==> src/rtl/pitch_pkg.sv <==
// Shared types and constants for the pitch-detect chain.
package pitch_pkg;

  localparam int DATA_W     = 16;
  localparam int CNT_W      = 12;
  localparam int AVG_DEPTH  = 4;

  typedef logic signed [DATA_W-1:0] sample_t;
  typedef logic [CNT_W-1:0]         period_t;

  typedef enum logic [1:0] {
    SEEK_LOW,
    SEEK_HIGH,
    MEAS_LOW,
    MEAS_HIGH
  } zc_state_t;

endpackage

==> src/rtl/period_averager.sv <==
// Running average of the last four accepted periods. A pulse is issued only
// once four periods have been collected since reset or the last clear.
module period_averager
  import pitch_pkg::*;
(
  input  logic             clk,
  input  logic             reset,
  input  logic             acc_valid,
  input  logic [CNT_W-1:0] acc_period,
  input  logic             clear,
  output logic [CNT_W-1:0] avg_period,
  output logic             avg_valid,
  output logic             no_pitch
);

  period_t           hist_q [AVG_DEPTH];
  period_t           hist_d [AVG_DEPTH];
  logic [2:0]        fill_q, fill_d;
  period_t           avg_q, avg_d;
  logic              valid_q, valid_d;
  logic              no_pitch_q, no_pitch_d;
  logic [CNT_W+1:0]  sum;

  // Shift a new period into the history, or wipe it when tracking is lost.
  always_comb begin
    hist_d     = hist_q;
    fill_d     = fill_q;
    avg_d      = avg_q;
    valid_d    = 1'b0;
    no_pitch_d = no_pitch_q;
    sum        = '0;
    if (clear) begin
      for (int i = 0; i < AVG_DEPTH; i++) hist_d[i] = '0;
      fill_d     = '0;
      no_pitch_d = 1'b1;
    end else if (acc_valid) begin
      hist_d[0] = acc_period;
      for (int i = 1; i < AVG_DEPTH; i++) hist_d[i] = hist_q[i-1];
      fill_d = (fill_q == 3'(AVG_DEPTH)) ? fill_q : fill_q + 3'd1;
      sum = {2'b00, hist_d[0]} + {2'b00, hist_d[1]}
          + {2'b00, hist_d[2]} + {2'b00, hist_d[3]};
      if (fill_d == 3'(AVG_DEPTH)) begin
        avg_d      = sum[CNT_W+1:2];
        valid_d    = 1'b1;
        no_pitch_d = 1'b0;
      end
    end
  end

  // History, fill level and averaged outputs.
  always_ff @(posedge clk or posedge reset) begin
    if (reset) begin
      for (int i = 0; i < AVG_DEPTH; i++) hist_q[i] <= '0;
      fill_q     <= '0;
      avg_q      <= '0;
      valid_q    <= 1'b0;
      no_pitch_q <= 1'b1;
    end else begin
      hist_q     <= hist_d;
      fill_q     <= fill_d;
      avg_q      <= avg_d;
      valid_q    <= valid_d;
      no_pitch_q <= no_pitch_d;
    end
  end

  assign avg_period = avg_q;
  assign avg_valid  = valid_q;
  assign no_pitch   = no_pitch_q;

endmodule

==> src/rtl/zero_cross_period.sv <==
// Pitch-period estimator: counts decimated samples between rising zero
// crossings (with hysteresis) and publishes the period or a no-pitch flag.
// Optional build macro PERIOD_AVG_EN: publish the average of the last four
// accepted periods instead of the raw period (one extra cycle of latency).
module zero_cross_period
  import pitch_pkg::*;
#(
  parameter int HYST       = 256,
  parameter int MIN_PERIOD = 8,
  parameter int MAX_PERIOD = 2047
) (
  input  logic                     clk,
  input  logic                     reset,
  input  logic signed [DATA_W-1:0] signal_in,
  input  logic                     valid_in,
  output logic [CNT_W-1:0]         period_out,
  output logic                     period_valid,
  output logic                     no_pitch
);

  localparam sample_t          POS_TH = sample_t'(HYST);
  localparam sample_t          NEG_TH = sample_t'(-HYST);
  localparam logic [CNT_W:0]   MIN_C  = (CNT_W+1)'(MIN_PERIOD);
  localparam logic [CNT_W:0]   MAX_C  = (CNT_W+1)'(MAX_PERIOD);

  zc_state_t       state_q, state_d;
  period_t         counter_q, counter_d;
  period_t         raw_period_q, raw_period_d;
  logic            raw_valid_q, raw_valid_d;
  logic            accept, timeout;
  logic            is_low, is_high;
  logic [CNT_W:0]  count_inc;
  sample_t         sample;

  assign sample    = signal_in;
  assign is_low    = (sample < NEG_TH);
  assign is_high   = (sample >= POS_TH);
  assign count_inc = {1'b0, counter_q} + 1'b1;

  // Crossing detector and sample counter; moves only on qualified samples.
  always_comb begin
    state_d      = state_q;
    counter_d    = counter_q;
    accept       = 1'b0;
    timeout      = 1'b0;
    if (valid_in) begin
      case (state_q)
        SEEK_LOW: begin
          if (is_low) state_d = SEEK_HIGH;
        end
        SEEK_HIGH: begin
          if (is_high) begin
            counter_d = '0;
            state_d   = MEAS_LOW;
          end
        end
        MEAS_LOW: begin
          if (count_inc > MAX_C) begin
            timeout = 1'b1;
          end else begin
            counter_d = count_inc[CNT_W-1:0];
            if (is_low) state_d = MEAS_HIGH;
          end
        end
        MEAS_HIGH: begin
          if (is_high) begin
            accept    = (count_inc >= MIN_C) && (count_inc <= MAX_C);
            counter_d = '0;
            state_d   = MEAS_LOW;
          end else if (count_inc > MAX_C) begin
            timeout = 1'b1;
          end else begin
            counter_d = count_inc[CNT_W-1:0];
          end
        end
        default: state_d = SEEK_LOW;
      endcase
    end
    if (timeout) begin
      counter_d = '0;
      state_d   = SEEK_LOW;
    end
    raw_valid_d  = accept;
    raw_period_d = accept ? count_inc[CNT_W-1:0] : raw_period_q;
  end

  // Detector state, counter and last accepted raw period.
  always_ff @(posedge clk or posedge reset) begin
    if (reset) begin
      state_q      <= SEEK_LOW;
      counter_q    <= '0;
      raw_period_q <= '0;
      raw_valid_q  <= 1'b0;
    end else begin
      state_q      <= state_d;
      counter_q    <= counter_d;
      raw_period_q <= raw_period_d;
      raw_valid_q  <= raw_valid_d;
    end
  end

`ifdef PERIOD_AVG_EN

  logic timeout_q;

  // Delay the timeout so it lines up with the registered accept pulse.
  always_ff @(posedge clk or posedge reset) begin
    if (reset) timeout_q <= 1'b0;
    else       timeout_q <= timeout;
  end

  period_averager u_avg (
    .clk        (clk),
    .reset      (reset),
    .acc_valid  (raw_valid_q),
    .acc_period (raw_period_q),
    .clear      (timeout_q),
    .avg_period (period_out),
    .avg_valid  (period_valid),
    .no_pitch   (no_pitch)
  );

`else

  logic no_pitch_q, no_pitch_d;

  // Pitch is tracked from the first accepted period until a timeout.
  always_comb begin
    no_pitch_d = no_pitch_q;
    if (timeout)     no_pitch_d = 1'b1;
    else if (accept) no_pitch_d = 1'b0;
  end

  // No-pitch flag register.
  always_ff @(posedge clk or posedge reset) begin
    if (reset) no_pitch_q <= 1'b1;
    else       no_pitch_q <= no_pitch_d;
  end

  assign period_out   = raw_period_q;
  assign period_valid = raw_valid_q;
  assign no_pitch     = no_pitch_q;

`endif

endmodule

==> config.mk <==
export PLATFORM = sky130hd
export DESIGN_NAME = zero_cross_period
export DESIGN_NICKNAME = d
export VERILOG_FILES = /design/src/rtl/pitch_pkg.sv /design/src/rtl/period_averager.sv /design/src/rtl/zero_cross_period.sv
export SDC_FILE = /design/constraint.sdc
export NUM_CORES = 1
export LEC_CHECK = 0
export ABC_AREA = 1
export BUFFER_PORTS_ARGS = -buffer_cell sky130_fd_sc_hd__buf_2
export CAP_MARGIN = 20
export CORE_UTILIZATION = 50
export DETAILED_ROUTE_END_ITERATION = 10
export GPL_TIMING_DRIVEN = 0
export HOLD_SLACK_MARGIN = 0.15
export PLACE_DENSITY_LB_ADDON = 0.25
export SLEW_MARGIN = 5
export SYNTH_ARGS = -nofsm -noshare
export SYNTH_HDL_FRONTEND = slang
export SYNTH_SLANG_ARGS = --single-unit
==> constraint.sdc <==
create_clock -name clk -period 3.85 [get_ports clk]
set_input_delay 0.1925 -clock clk [delete_from_list [all_inputs] [get_ports clk]]
set_output_delay 0.1925 -clock clk [all_outputs]
set_load 0.01 [all_outputs]
==> summary.txt <==
Synthesis
  • Sequential cell area fraction in the yosys report: 0.3768
  • Synth Net Count: 287
  • Post-Synthesis Cells: 266
  • Yosys cell types: 27
  • Flops & latches, synth: 28
  • Ys Warns: 0
  • Post-Syn Area: 1863 sq um
  • Avg Inst Size Synth: approximately 7.0 sq um

STA
  • Setup violations, final: 0
  • Final Hold Viols: 0
  • Ratio of final minimum period to clock period: 0.6084
  • Pins over their slew limit: 0
  • Final worst slack: 1.508 ns
  • Fin crit period: approximately 2.3 ns
  • Rel. slew slack: 0.6452
  • Hold WS: ~0.33 ns
  • Maximum clock rate: 426.9 MHz
  • Fin Setup TNS: 0 ns
  • RSZ-0062 raised after global routing: no
  • Clk_skew: 0.004745 ns
  • Worst Tran Pin Value: 0.5317 ns

Layout
  • Most frequent cells in the layout: 93 x nand2_1, 32 x inv_1, 27 x nor2_1, 27 x dfrtp_1, 26 x buf_2
  • Antenna diode count: 0
  • Footprint of the multi-input gates: between 900 and 1000 sq um
  • Reg area: 701.9 sq um
  • Post-route cell area: 2111 sq um
  • Area Overhead vs Synth: 13.30%
  • Most common cell after layout, fill and taps aside: nand2_1
  • Fraction of layout cells with a size suffix above 1: 0.1993
  • Final core occ: 0.6132
  • Final #Nets: 318
  • # fillers: ~330

Worst setup path
  • CP cell instances: ha_1 -> nand2_1 -> nor2_1 -> nor2_1 -> nor2_1 -> nand2_1 -> nor2_2 -> nand3_1 -> nand2_2 -> nand3_4 -> nand3_2 -> nand2_2 -> buf_4 -> nand2_1 -> nand2_1
  • CP top delay family: simple AND/OR/NAND/NOR gates
  • Critical Path Source: counter_q[0]$_DFFE_PP0P_
  • Slowest stage delay, CP: 0.51 ns
  • Cell mode on critical path: nand2_1
  • Critical-path maximum fanout: 10
  • Crit path to: counter_q[9]$_DFFE_PP0P_
  • Worst Path Required: 4.02 ns
  • RR Startpoint: counter_q[0]$_DFFE_PP0P_
  • Internal reg-to-reg setup slack: 1.51 ns
  • Worst reg2reg path endpoint: counter_q[9]$_DFFE_PP0P_
  • Depth of the most critical reg-to-reg path: 15
  • Worst setup path class: reg2reg
  • Crit path DAT: 2.51 ns
  • CP endpoint kind: register
  • Slowest-stage cell, CP: dfrtp_1
  • Crit start category: register
  • Worst Path Buf+Inv: 1
  • Stages on worst setup path: 15

Clocking
  • CTS max path bufs: 2
  • Post-CTS Setup Bufs: 0
  • CTS H-Tree Depth: 1
  • Clk sinks: 28
  • Clock transition at path regs: 0.10 ns
  • Root buffer cell: clkbuf_8
  • CTS Hold Bufs: 0
  • CTS resizes: 0
  • CTS tree: built
  • Num CTS Buffers: 3
  • Clk_lat worst skew: 0.28 ns

Global route
  • First-pass GRT wire length: 6706 microns
  • Initial antenna violation count: 0
  • Grt ovf: 0
  • Pin count of the biggest net entering global routing: 29
  • Total GRT Usage: 0.2125
  • Vias in the first global route: 1504

Die
  • Chip height: 63.04 microns
  • Die width: 63.04 microns
  • CORE AREA: 3442 sq um
  • Initial core utilization: 0.5413
  • Standard-cell rows: 21
  • # IOs: 33
  • Die footprint: 3974 sq um

Drt
  • Drt wl/cell: 11.12 microns
  • DR vias: 1710
  • Residual DRC: 0
  • Via density per instance: about 5.0
  • DRT Pass-1 Iters: 4
  • Post-route ant nets: 0
  • DRT Wirelength: 3804 microns
  • Initial drt markers: 58

Run status
  • Status: finished clean

Power and ir drop
  • Static leakage: between 1 and 1.5 nW
  • Power density over the cells: between 300 and 400 nW/um^2
  • Max VDD drop: between 0.2 and 0.25 mV

Worst hold path
  • Hold crit path type: in2reg

Place
  • Gpl congestion: around 0.9
  • HPWL Detailed: 2894 microns
  • Cell area after placement: 2041 sq um
  • Place WS: 1.549 ns
  • PortBufs: 24

Run
  • Max_cap viols: 0
synthesized netlist by cell type (all sizes together):
master	count	area share
xnor2	1	0.0047
nor4	1	0.0034
nor3	2	0.0054
nand2	100	0.22
inv	34	0.069
o21bai	2	0.0081
nand3b	1	0.0040
ha	2	0.013
a21oi	2	0.0074
dfrtp	27	0.36
nor2	32	0.079
buf	9	0.044
o21ai	24	0.064
dfstp	1	0.014
nand3	20	0.078
nand4	8	0.027
stage by stage:
step | cells | total power [W]
5_1_grt | 342 | 0.0008711
4_1_cts | 340 | 0.0008045
6_report | 342 | 0.0008034
3_5_place_dp | 336 | 0.0006395
2_1_floorplan | 266 | 0.0005716
3_3_place_gp | 336 | 0.0006305
flip-flops by register name, summed over array words and instances (netlist names):
register      flops
no_pitch          1
state_q           2
period_out       12
counter_q        12
period_valid      1
worst min-delay path, delay by kind of cell:
family,cells,cell delay (ns)
AOI/OAI and AO/OA,1,0.07
and+or+nand+nor,2,0.11
buffers and inverters,2,0.20
worst min path at each step:
| stage | from | end | depth (start not counted) | slack [ns] |
|---|---|---|---|---|
| CTS | reset | period_out[3]$_DFFE_PP0P_ | 2 | 0.19 |
| finish | valid_in | state_q[1]$_DFFE_PP0P_ | 5 | 0.33 |
| global route | valid_in | state_q[1]$_DFFE_PP0P_ | 5 | 0.38 |
| global placement | no_pitch$_DFFE_PP1P_ | no_pitch$_DFFE_PP1P_ | 2 | 0.45 |
| detailed placement | period_out[11]$_DFFE_PP0P_ | period_out[11]$_DFFE_PP0P_ | 2 | 0.45 |
| floorplan | reset | counter_q[0]$_DFFE_PP0P_ | 1 | 0.26 |
layout make-up:
type,count,area share
sequential,28,0.3325
tap,46,0.02727
multi-input combinational,195,0.4511
inverter,34,0.06046
buffer,9,0.03853
clock buffer,4,0.02134
timing repair buffer,26,0.06876
layer usage:
| metal | up-vias | share of wire | GRT usage | wire length [microns] |
|---|---|---|---|---|
| met2 | 36 | 0.48 | 0.3575 | 1815 |
| met4 | 0 | 0.0060 | 0.06686 | 23 |
| met5 | - | 0 | 0 | 0 |
| li1 | 896 | - | - | - |
| met1 | 776 | 0.48 | 0.2841 | 1812 |
| met3 | 2 | 0.040 | 0.02190 | 152 |
cell families (layout without fill, tap and decap cells):
| logic type | count (synthesis) | in the layout | share of synthesized area |
|---|---|---|---|
| buffers and inverters | 43 | 73 | 0.1122 |
| adders and majority gates | 2 | 2 | 0.01343 |
| DFF | 28 | 28 | 0.3768 |
| AOI/OAI and AO/OA | 28 | 28 | 0.07992 |
| xor gates and xnor gates | 1 | 1 | 0.004702 |
| and+or+nand+nor | 164 | 164 | 0.4130 |
where the power goes:
group,switching (W),leakage [nW],internal [W],total (W)
clock,0.0000929,0.0228,0.0000743,0.000167
combinational,0.000160,0.756,0.000104,0.000264
sequential,0.0000406,0.382,0.000332,0.000373
total,0.000293,1.16,0.000510,0.000803
(Power assumes the default switching activity.)
